==> config.mk <==
export PLATFORM = sky130hd
export DESIGN_NAME = ex_operand_stage_flat
export DESIGN_NICKNAME = d
export VERILOG_FILES = /design/src/rtl/ex_operand_stage_if.sv /design/src/rtl/ex_operand_stage.sv /design/src/flat_wrapper.sv
export SDC_FILE = /design/constraint.sdc
export NUM_CORES = 1
export LEC_CHECK = 0
export ABC_AREA = 1
export CAP_MARGIN = 0
export CORE_MARGIN = 5
export CORE_UTILIZATION = 40
export CTS_BUF_LIST = sky130_fd_sc_hd__clkbuf_8 sky130_fd_sc_hd__clkbuf_16
export DETAILED_ROUTE_END_ITERATION = 8
export DONT_BUFFER_PORTS = 1
export GPL_TIMING_DRIVEN = 0
export SYNTH_ARGS = -nofsm -noshare
export SYNTH_HDL_FRONTEND = slang
export SYNTH_SLANG_ARGS = --single-unit
==> constraint.sdc <==
create_clock -name clk -period 16.59 [get_ports clk]
set_input_delay 2.4885 -clock clk [delete_from_list [all_inputs] [get_ports clk]]
set_output_delay 2.4885 -clock clk [all_outputs]
set_load 0.02 [all_outputs]
==> src/rtl/ex_operand_stage_if.sv <==
// Bundle of ID-side inputs, forwarding sources and EX-side outputs of the operand stage.
// The slave modport is the stage itself; the master modport is whoever drives it.
interface ex_operand_stage_if;
    logic        hold;
    logic        flush;
    logic        id_valid;
    logic        id_halt;
    logic        id_alusrc;
    logic        id_regwrite;
    logic        id_memread;
    logic        id_memwrite;
    logic [3:0]  id_aluop;
    logic [31:0] id_pc;
    logic [31:0] id_rs_data;
    logic [31:0] id_rt_data;
    logic [31:0] id_imm;
    logic [4:0]  id_rs;
    logic [4:0]  id_rt;
    logic [4:0]  id_rd;
    logic        exm_regwrite;
    logic [4:0]  exm_rd;
    logic [31:0] exm_result;
    logic        wb_regwrite;
    logic [4:0]  wb_rd;
    logic [31:0] wb_data;
    logic        ex_valid;
    logic        ex_halt;
    logic        ex_regwrite;
    logic        ex_memread;
    logic        ex_memwrite;
    logic [3:0]  ex_aluop;
    logic [31:0] ex_pc;
    logic [4:0]  ex_rd;
    logic [31:0] alu_a;
    logic [31:0] alu_b;
    logic [31:0] ex_store_data;
    logic        halted;
    logic [31:0] issued_cnt;

    modport master (
        output hold, flush, id_valid, id_halt, id_alusrc, id_regwrite, id_memread, id_memwrite,
               id_aluop, id_pc, id_rs_data, id_rt_data, id_imm, id_rs, id_rt, id_rd,
               exm_regwrite, exm_rd, exm_result, wb_regwrite, wb_rd, wb_data,
        input  ex_valid, ex_halt, ex_regwrite, ex_memread, ex_memwrite, ex_aluop, ex_pc, ex_rd,
               alu_a, alu_b, ex_store_data, halted, issued_cnt
    );

    modport slave (
        input  hold, flush, id_valid, id_halt, id_alusrc, id_regwrite, id_memread, id_memwrite,
               id_aluop, id_pc, id_rs_data, id_rt_data, id_imm, id_rs, id_rt, id_rd,
               exm_regwrite, exm_rd, exm_result, wb_regwrite, wb_rd, wb_data,
        output ex_valid, ex_halt, ex_regwrite, ex_memread, ex_memwrite, ex_aluop, ex_pc, ex_rd,
               alu_a, alu_b, ex_store_data, halted, issued_cnt
    );
endinterface

==> src/rtl/ex_operand_stage.sv <==
// ID/EX pipeline register with EX-stage operand forwarding from EX/MEM and WB,
// a terminal halt state and a count of issued instructions.
module ex_operand_stage (
    input logic               clk,
    input logic               rst,
    ex_operand_stage_if.slave bus
);
    typedef enum logic [0:0] {StRun, StHalted} state_e;

    state_e      state_q;
    logic        valid_q, halt_q, alusrc_q, regwrite_q, memread_q, memwrite_q;
    logic [3:0]  aluop_q;
    logic [31:0] pc_q, rs_data_q, rt_data_q, imm_q;
    logic [4:0]  rs_q, rt_q, rd_q;
    logic [31:0] cnt_q;

    logic        load;
    logic        take;
    logic [31:0] fwd_rs;
    logic [31:0] fwd_rt;

    // load: the register is rewritten this edge; take: it is rewritten with the ID fields
    // rather than a bubble.
    assign load = bus.flush || !bus.hold;
    assign take = !bus.flush && !bus.hold && (state_q == StRun);

    always_ff @(posedge clk or posedge rst) begin
        if (rst) begin
            state_q    <= StRun;
            valid_q    <= 1'b0;
            halt_q     <= 1'b0;
            alusrc_q   <= 1'b0;
            regwrite_q <= 1'b0;
            memread_q  <= 1'b0;
            memwrite_q <= 1'b0;
            aluop_q    <= 4'd0;
            pc_q       <= 32'd0;
            rs_data_q  <= 32'd0;
            rt_data_q  <= 32'd0;
            imm_q      <= 32'd0;
            rs_q       <= 5'd0;
            rt_q       <= 5'd0;
            rd_q       <= 5'd0;
            cnt_q      <= 32'd0;
        end else if (load) begin
            valid_q    <= take && bus.id_valid;
            halt_q     <= take && bus.id_halt;
            alusrc_q   <= take && bus.id_alusrc;
            regwrite_q <= take && bus.id_regwrite;
            memread_q  <= take && bus.id_memread;
            memwrite_q <= take && bus.id_memwrite;
            aluop_q    <= take ? bus.id_aluop   : 4'd0;
            pc_q       <= take ? bus.id_pc      : 32'd0;
            rs_data_q  <= take ? bus.id_rs_data : 32'd0;
            rt_data_q  <= take ? bus.id_rt_data : 32'd0;
            imm_q      <= take ? bus.id_imm     : 32'd0;
            rs_q       <= take ? bus.id_rs      : 5'd0;
            rt_q       <= take ? bus.id_rt      : 5'd0;
            rd_q       <= take ? bus.id_rd      : 5'd0;
            if (take && bus.id_valid) begin
                cnt_q <= cnt_q + 32'd1;
                if (bus.id_halt) begin
                    state_q <= StHalted;
                end
            end
        end
    end

    // EX/MEM is younger than WB, so it wins when both target the same register.
    always_comb begin
        fwd_rs = rs_data_q;
        if (bus.exm_regwrite && (bus.exm_rd != 5'd0) && (bus.exm_rd == rs_q)) begin
            fwd_rs = bus.exm_result;
        end else if (bus.wb_regwrite && (bus.wb_rd != 5'd0) && (bus.wb_rd == rs_q)) begin
            fwd_rs = bus.wb_data;
        end
    end

    always_comb begin
        fwd_rt = rt_data_q;
        if (bus.exm_regwrite && (bus.exm_rd != 5'd0) && (bus.exm_rd == rt_q)) begin
            fwd_rt = bus.exm_result;
        end else if (bus.wb_regwrite && (bus.wb_rd != 5'd0) && (bus.wb_rd == rt_q)) begin
            fwd_rt = bus.wb_data;
        end
    end

    assign bus.ex_valid      = valid_q;
    assign bus.ex_halt       = valid_q && halt_q;
    assign bus.ex_regwrite   = valid_q && regwrite_q;
    assign bus.ex_memread    = valid_q && memread_q;
    assign bus.ex_memwrite   = valid_q && memwrite_q;
    assign bus.ex_aluop      = aluop_q & {4{valid_q}};
    assign bus.ex_pc         = pc_q;
    assign bus.ex_rd         = rd_q;
    assign bus.alu_a         = fwd_rs;
    assign bus.alu_b         = alusrc_q ? imm_q : fwd_rt;
    assign bus.ex_store_data = fwd_rt;
    assign bus.halted        = (state_q == StHalted);
    assign bus.issued_cnt    = cnt_q;
endmodule

==> src/flat_wrapper.sv <==
// flat-port wrapper written by rule: the top's interface ports become plain ports
module ex_operand_stage_flat 
  (clk, rst, bus_hold, bus_flush, bus_id_valid, bus_id_halt, bus_id_alusrc, bus_id_regwrite, bus_id_memread, bus_id_memwrite, bus_id_aluop, bus_id_pc, bus_id_rs_data, bus_id_rt_data, bus_id_imm, bus_id_rs, bus_id_rt, bus_id_rd, bus_exm_regwrite, bus_exm_rd, bus_exm_result, bus_wb_regwrite, bus_wb_rd, bus_wb_data, bus_ex_valid, bus_ex_halt, bus_ex_regwrite, bus_ex_memread, bus_ex_memwrite, bus_ex_aluop, bus_ex_pc, bus_ex_rd, bus_alu_a, bus_alu_b, bus_ex_store_data, bus_halted, bus_issued_cnt);
  ex_operand_stage_if bus_i ();
  input logic clk;
  input logic rst;
  input wire logic [$bits(bus_i.hold)-1:0] bus_hold;
  input wire logic [$bits(bus_i.flush)-1:0] bus_flush;
  input wire logic [$bits(bus_i.id_valid)-1:0] bus_id_valid;
  input wire logic [$bits(bus_i.id_halt)-1:0] bus_id_halt;
  input wire logic [$bits(bus_i.id_alusrc)-1:0] bus_id_alusrc;
  input wire logic [$bits(bus_i.id_regwrite)-1:0] bus_id_regwrite;
  input wire logic [$bits(bus_i.id_memread)-1:0] bus_id_memread;
  input wire logic [$bits(bus_i.id_memwrite)-1:0] bus_id_memwrite;
  input wire logic [$bits(bus_i.id_aluop)-1:0] bus_id_aluop;
  input wire logic [$bits(bus_i.id_pc)-1:0] bus_id_pc;
  input wire logic [$bits(bus_i.id_rs_data)-1:0] bus_id_rs_data;
  input wire logic [$bits(bus_i.id_rt_data)-1:0] bus_id_rt_data;
  input wire logic [$bits(bus_i.id_imm)-1:0] bus_id_imm;
  input wire logic [$bits(bus_i.id_rs)-1:0] bus_id_rs;
  input wire logic [$bits(bus_i.id_rt)-1:0] bus_id_rt;
  input wire logic [$bits(bus_i.id_rd)-1:0] bus_id_rd;
  input wire logic [$bits(bus_i.exm_regwrite)-1:0] bus_exm_regwrite;
  input wire logic [$bits(bus_i.exm_rd)-1:0] bus_exm_rd;
  input wire logic [$bits(bus_i.exm_result)-1:0] bus_exm_result;
  input wire logic [$bits(bus_i.wb_regwrite)-1:0] bus_wb_regwrite;
  input wire logic [$bits(bus_i.wb_rd)-1:0] bus_wb_rd;
  input wire logic [$bits(bus_i.wb_data)-1:0] bus_wb_data;
  output wire logic [$bits(bus_i.ex_valid)-1:0] bus_ex_valid;
  output wire logic [$bits(bus_i.ex_halt)-1:0] bus_ex_halt;
  output wire logic [$bits(bus_i.ex_regwrite)-1:0] bus_ex_regwrite;
  output wire logic [$bits(bus_i.ex_memread)-1:0] bus_ex_memread;
  output wire logic [$bits(bus_i.ex_memwrite)-1:0] bus_ex_memwrite;
  output wire logic [$bits(bus_i.ex_aluop)-1:0] bus_ex_aluop;
  output wire logic [$bits(bus_i.ex_pc)-1:0] bus_ex_pc;
  output wire logic [$bits(bus_i.ex_rd)-1:0] bus_ex_rd;
  output wire logic [$bits(bus_i.alu_a)-1:0] bus_alu_a;
  output wire logic [$bits(bus_i.alu_b)-1:0] bus_alu_b;
  output wire logic [$bits(bus_i.ex_store_data)-1:0] bus_ex_store_data;
  output wire logic [$bits(bus_i.halted)-1:0] bus_halted;
  output wire logic [$bits(bus_i.issued_cnt)-1:0] bus_issued_cnt;
  assign bus_i.hold = bus_hold;
  assign bus_i.flush = bus_flush;
  assign bus_i.id_valid = bus_id_valid;
  assign bus_i.id_halt = bus_id_halt;
  assign bus_i.id_alusrc = bus_id_alusrc;
  assign bus_i.id_regwrite = bus_id_regwrite;
  assign bus_i.id_memread = bus_id_memread;
  assign bus_i.id_memwrite = bus_id_memwrite;
  assign bus_i.id_aluop = bus_id_aluop;
  assign bus_i.id_pc = bus_id_pc;
  assign bus_i.id_rs_data = bus_id_rs_data;
  assign bus_i.id_rt_data = bus_id_rt_data;
  assign bus_i.id_imm = bus_id_imm;
  assign bus_i.id_rs = bus_id_rs;
  assign bus_i.id_rt = bus_id_rt;
  assign bus_i.id_rd = bus_id_rd;
  assign bus_i.exm_regwrite = bus_exm_regwrite;
  assign bus_i.exm_rd = bus_exm_rd;
  assign bus_i.exm_result = bus_exm_result;
  assign bus_i.wb_regwrite = bus_wb_regwrite;
  assign bus_i.wb_rd = bus_wb_rd;
  assign bus_i.wb_data = bus_wb_data;
  assign bus_ex_valid = bus_i.ex_valid;
  assign bus_ex_halt = bus_i.ex_halt;
  assign bus_ex_regwrite = bus_i.ex_regwrite;
  assign bus_ex_memread = bus_i.ex_memread;
  assign bus_ex_memwrite = bus_i.ex_memwrite;
  assign bus_ex_aluop = bus_i.ex_aluop;
  assign bus_ex_pc = bus_i.ex_pc;
  assign bus_ex_rd = bus_i.ex_rd;
  assign bus_alu_a = bus_i.alu_a;
  assign bus_alu_b = bus_i.alu_b;
  assign bus_ex_store_data = bus_i.ex_store_data;
  assign bus_halted = bus_i.halted;
  assign bus_issued_cnt = bus_i.issued_cnt;
  ex_operand_stage u_core (.clk(clk), .rst(rst), .bus(bus_i));
endmodule
==> out/results.tsv <==
stage	metric	value	unit
yosys	mux contribution to synthesized area	0	
timing	final worst setup slack	9.31	ns
finish	Non-Filler Instances	1511	
detailed_routing	Avg WL per Cell	24.2	microns
floorplan	Die Y	167	microns
clock_network	post-CTS sizing	0	
worst_setup_path	worst reg-to-reg path cell count	5	
detailed_routing	met3 routed WL	3310	microns
worst_setup_path	setup slack, reg-to-reg	14.22	ns
placement	placed cells	1479	
finish	number of diodes	0	
placement	port bufs	0	
clock_network	CTS tree	built	
yosys	Cells after Synth	1154	
yosys	largest family of logic cells by synthesized area	simple AND/OR/NAND/NOR gates	
worst_setup_path	WP data required	14.10	ns
power_and_ir_drop	Lkg Pwr	0.00511	uW
global_route	global-route wire length before repair	54600	microns
yosys	post-synthesis sequential area ratio	0.474	
timing	Final setup viols	0	
detailed_routing	met2 wire length	17900	microns
global_route	total grt overflow	0	
worst_setup_path	CP max stage delay	0.89	ns
placement	gp weighted congestion	0.931	
yosys	cell area after synthesis	9820	sq um
placement	placed wire-length estimate	28400	microns
worst_setup_path	critical path class	in -> out	
clock_network	setup bufs post-CTS	0	
worst_setup_path	CP delay by family, top	compound AO/OA/AOI/OAI gates	
floorplan	initial core utilization	0.405	
detailed_routing	Via Count	8736	
finish	final net count	1408	
power_and_ir_drop	power density over the cells	101	nW/um^2
detailed_routing	max layer used	met5	
worst_setup_path	critical path launch point type	input port	
timing	Tcrit/Tclk final	0.439	
yosys	Synth Area in Adders	0.00127	
worst_setup_path	Worst Path Buf+Inv	1	
timing	fmax	137	MHz
worst_setup_path	largest fanout on the critical path	10	
detailed_routing	Initial DRT Pass Iterations	5	
yosys	Compound-Gate Fraction of Synth Area	0.156	
clock_network	cts hold-fix bufs	0	
worst_setup_path	RR Startpoint	u_core.bus.halted	
yosys	number of distinct library cells after synthesis	24	
detailed_routing	M1 wire length	14600	microns
run_status	status	complete, no violations	
finish	layout overhead on the synthesized area	10.3	%
floorplan	Die Wd	167	microns
yosys	synthesized area per cell	8.51	sq um
global_route	largest net degree at the start of global routing	111	
detailed_routing	drt drc	0	
worst_setup_path	Critical Path End Type	output pin	
yosys	#FFs+latches synth	186	
timing	Max-Slew Margin vs Limit	0.142	
worst_setup_path	crit-path cells	xnor2_1, nand2_1, nor3_1, nand3_1, clkbuf_1, o21ai_0	
global_route	vias in the first global route	8735	
yosys	Synth Warn #	0	
floorplan	core area	24200	sq um
timing	min Tclk post-route	7.28	ns
clock_network	clk root buf	clkbuf_16	
detailed_routing	DRT iter0 DRCs	614	
detailed_routing	post-detailed-route count of antenna-violating nets	0	
yosys	Post-Synth Simple-Gate Area	0.243	
timing	setup TNS	0	ns
worst_setup_path	WP depth	6	
clock_network	clk sinks	186	
yosys	syn nets	1388	
placement	Post-Place Cell Area	10300	sq um
yosys	Post-Synth XOR/XNOR Area	0.0419	
worst_setup_path	FF-to-FF End	u_core.rs_data_q[30]	
timing	worst-margin pin slew	1.28	ns
placement	pre-CTS setup slack	9.26	ns
clock_network	Inserted Clock Buffers	17	
worst_setup_path	crit path from	bus_exm_rd[1]	
detailed_routing	final WL	36600	microns
worst_setup_path	CP Capture Point	bus_alu_a[0]	
global_route	initial antenna violation count	1	
floorplan	IO Pins	408	
finish	share of cells above drive strength 1	0.0379	
worst_hold_path	Hold Crit Class	reg -> reg	
timing	Hold Fails Final Rpt	0	
timing	Final Slew Violations	0	
clock_network	Max clock buf depth	2	
clock_network	insertion delay to the later sink of the worst-skew pair	0.43	ns
timing	clock skew	0.0124	ns
flow_run	max_cap viols	0	
power_and_ir_drop	VDD IR max	0.0465	mV
worst_setup_path	Slowest cell on crit path	o21ai_0	
detailed_routing	post-DR vias/cell	5.78	
finish	fin area	10800	sq um
clock_network	H-tree depth	4	
floorplan	die area	27800	sq um
global_route	global-route usage over all layers	0.253	
floorplan	number of core rows	57	
worst_setup_path	WP data arrival	4.79	ns
clock_network	CTS clock-pin slew for the worst setup and hold paths	0.07	ns
timing	RSZ-0062 raised after global routing	false	
## per-stage QoR
stage                util  total power (uW)  hold WS (ns)
floorplan               -               642         0.493
global placement    0.422               690         0.503
detailed placement  0.423               693         0.511
CTS                 0.447              1100         0.528
global route        0.447              1140         0.544
finish              0.447              1090         0.524
## kinds of logic after synthesis
group	after synthesis
buffers and inverters	217
flip-flops	186
XOR/XNOR	47
AND/OR/NAND/NOR	515
AO/OA/AOI/OAI	188
adder cells (fa/ha/maj)	1
## sequential cells by signal, summed over array words and instances (netlist names), 4 cells and up
name	count
u_core.aluop_q	4
u_core.bus.ex_pc	32
u_core.bus.ex_rd	5
u_core.bus.issued_cnt	32
u_core.imm_q	32
u_core.rs_data_q	32
u_core.rs_q	5
u_core.rt_data_q	32
u_core.rt_q	5
## worst register-to-register path: stages, from the launching register on
cell      delay, ns
dfrtp_1        0.51
nor3_4         0.46
clkbuf_1       0.61
clkbuf_1       0.51
nand2_1        0.09
o21ai_0        0.11
## cells in the mapped netlist
master,instances,share of area
nor3_1,11,0.0056
nand3b_1,2,0.0015
ha_1,1,0.0013
nor2_1,28,0.011
inv_1,127,0.049
nand4_1,39,0.025
nor2_2,1,0.00064
nand2_1,224,0.086
buf_1,9,0.0034
nor3_2,3,0.0031
xor2_1,27,0.024
clkbuf_1,74,0.028
a21oi_1,1,0.00051
nand3_1,173,0.088
and2_1,32,0.020
buf_2,7,0.0036
o21ai_1,5,0.0025
nor3_4,1,0.0017
o21ai_0,64,0.033
o21bai_1,1,0.00077
and3_1,1,0.00064
a32o_1,117,0.12
xnor2_1,20,0.018
dfrtp_1,186,0.47
## report_power, final
part           switching, uW  leakage, uW  internal [uW]
Combinational            122      0.00231           42.7
Sequential              38.4      0.00253            480
Clock                    202     0.000276            203
Total                    363      0.00511            726
## cell type report
class / count / area (sq um)
fill: 2497 / 13400
sequential: 186 / 4650
multi-input combinational: 751 / 4340
inverter: 127 / 484
clock buffer: 18 / 439
tap: 324 / 405
buffer: 90 / 347
clock inverter: 14 / 134
timing repair buffer: 1 / 27.5
## layout by cell type (no fill, tap or decap), drive strengths merged
master | synthesis | layout
and2 | 32 | 32
xor2 | 27 | 27
nand3 | 173 | 173
a32o | 117 | 117
nor2 | 29 | 29
o21ai | 69 | 69
a21oi | 1 | 1
clkbuf | 74 | 92
o21bai | 1 | 1
nand3b | 2 | 2
inv | 127 | 134
clkinvlp | 0 | 3
and3 | 1 | 1
dfrtp | 186 | 186
xnor2 | 20 | 20
nand2 | 224 | 224
nor3 | 15 | 15
buf | 16 | 17
ha | 1 | 1
nand4 | 39 | 39
clkinv | 0 | 4
## worst min-delay path by stage
stage / slack [ns] / cells after the start / from / to
after global routing: 0.54 / 1 / u_core.imm_q[5] / u_core.imm_q[5]
after global placement: 0.50 / 1 / u_core.imm_q[5] / u_core.imm_q[5]
after floorplan: 0.49 / 1 / u_core.imm_q[0] / u_core.imm_q[0]
after detailed placement: 0.51 / 1 / u_core.imm_q[6] / u_core.imm_q[6]
after CTS: 0.53 / 1 / u_core.rt_data_q[12] / u_core.rt_data_q[12]
final: 0.52 / 1 / u_core.imm_q[14] / u_core.imm_q[14]
## layer usage
| metal | global-route usage | vias to the layer above |
|---|---|---|
| li1 | - | 4019 |
| met1 | 0.311 | 4264 |
| met2 | 0.427 | 400 |
| met3 | 0.0853 | 51 |
| met4 | 0.0697 | 2 |
| met5 | 0 | - |
Note: power is estimated with default switching activity, not from simulation.
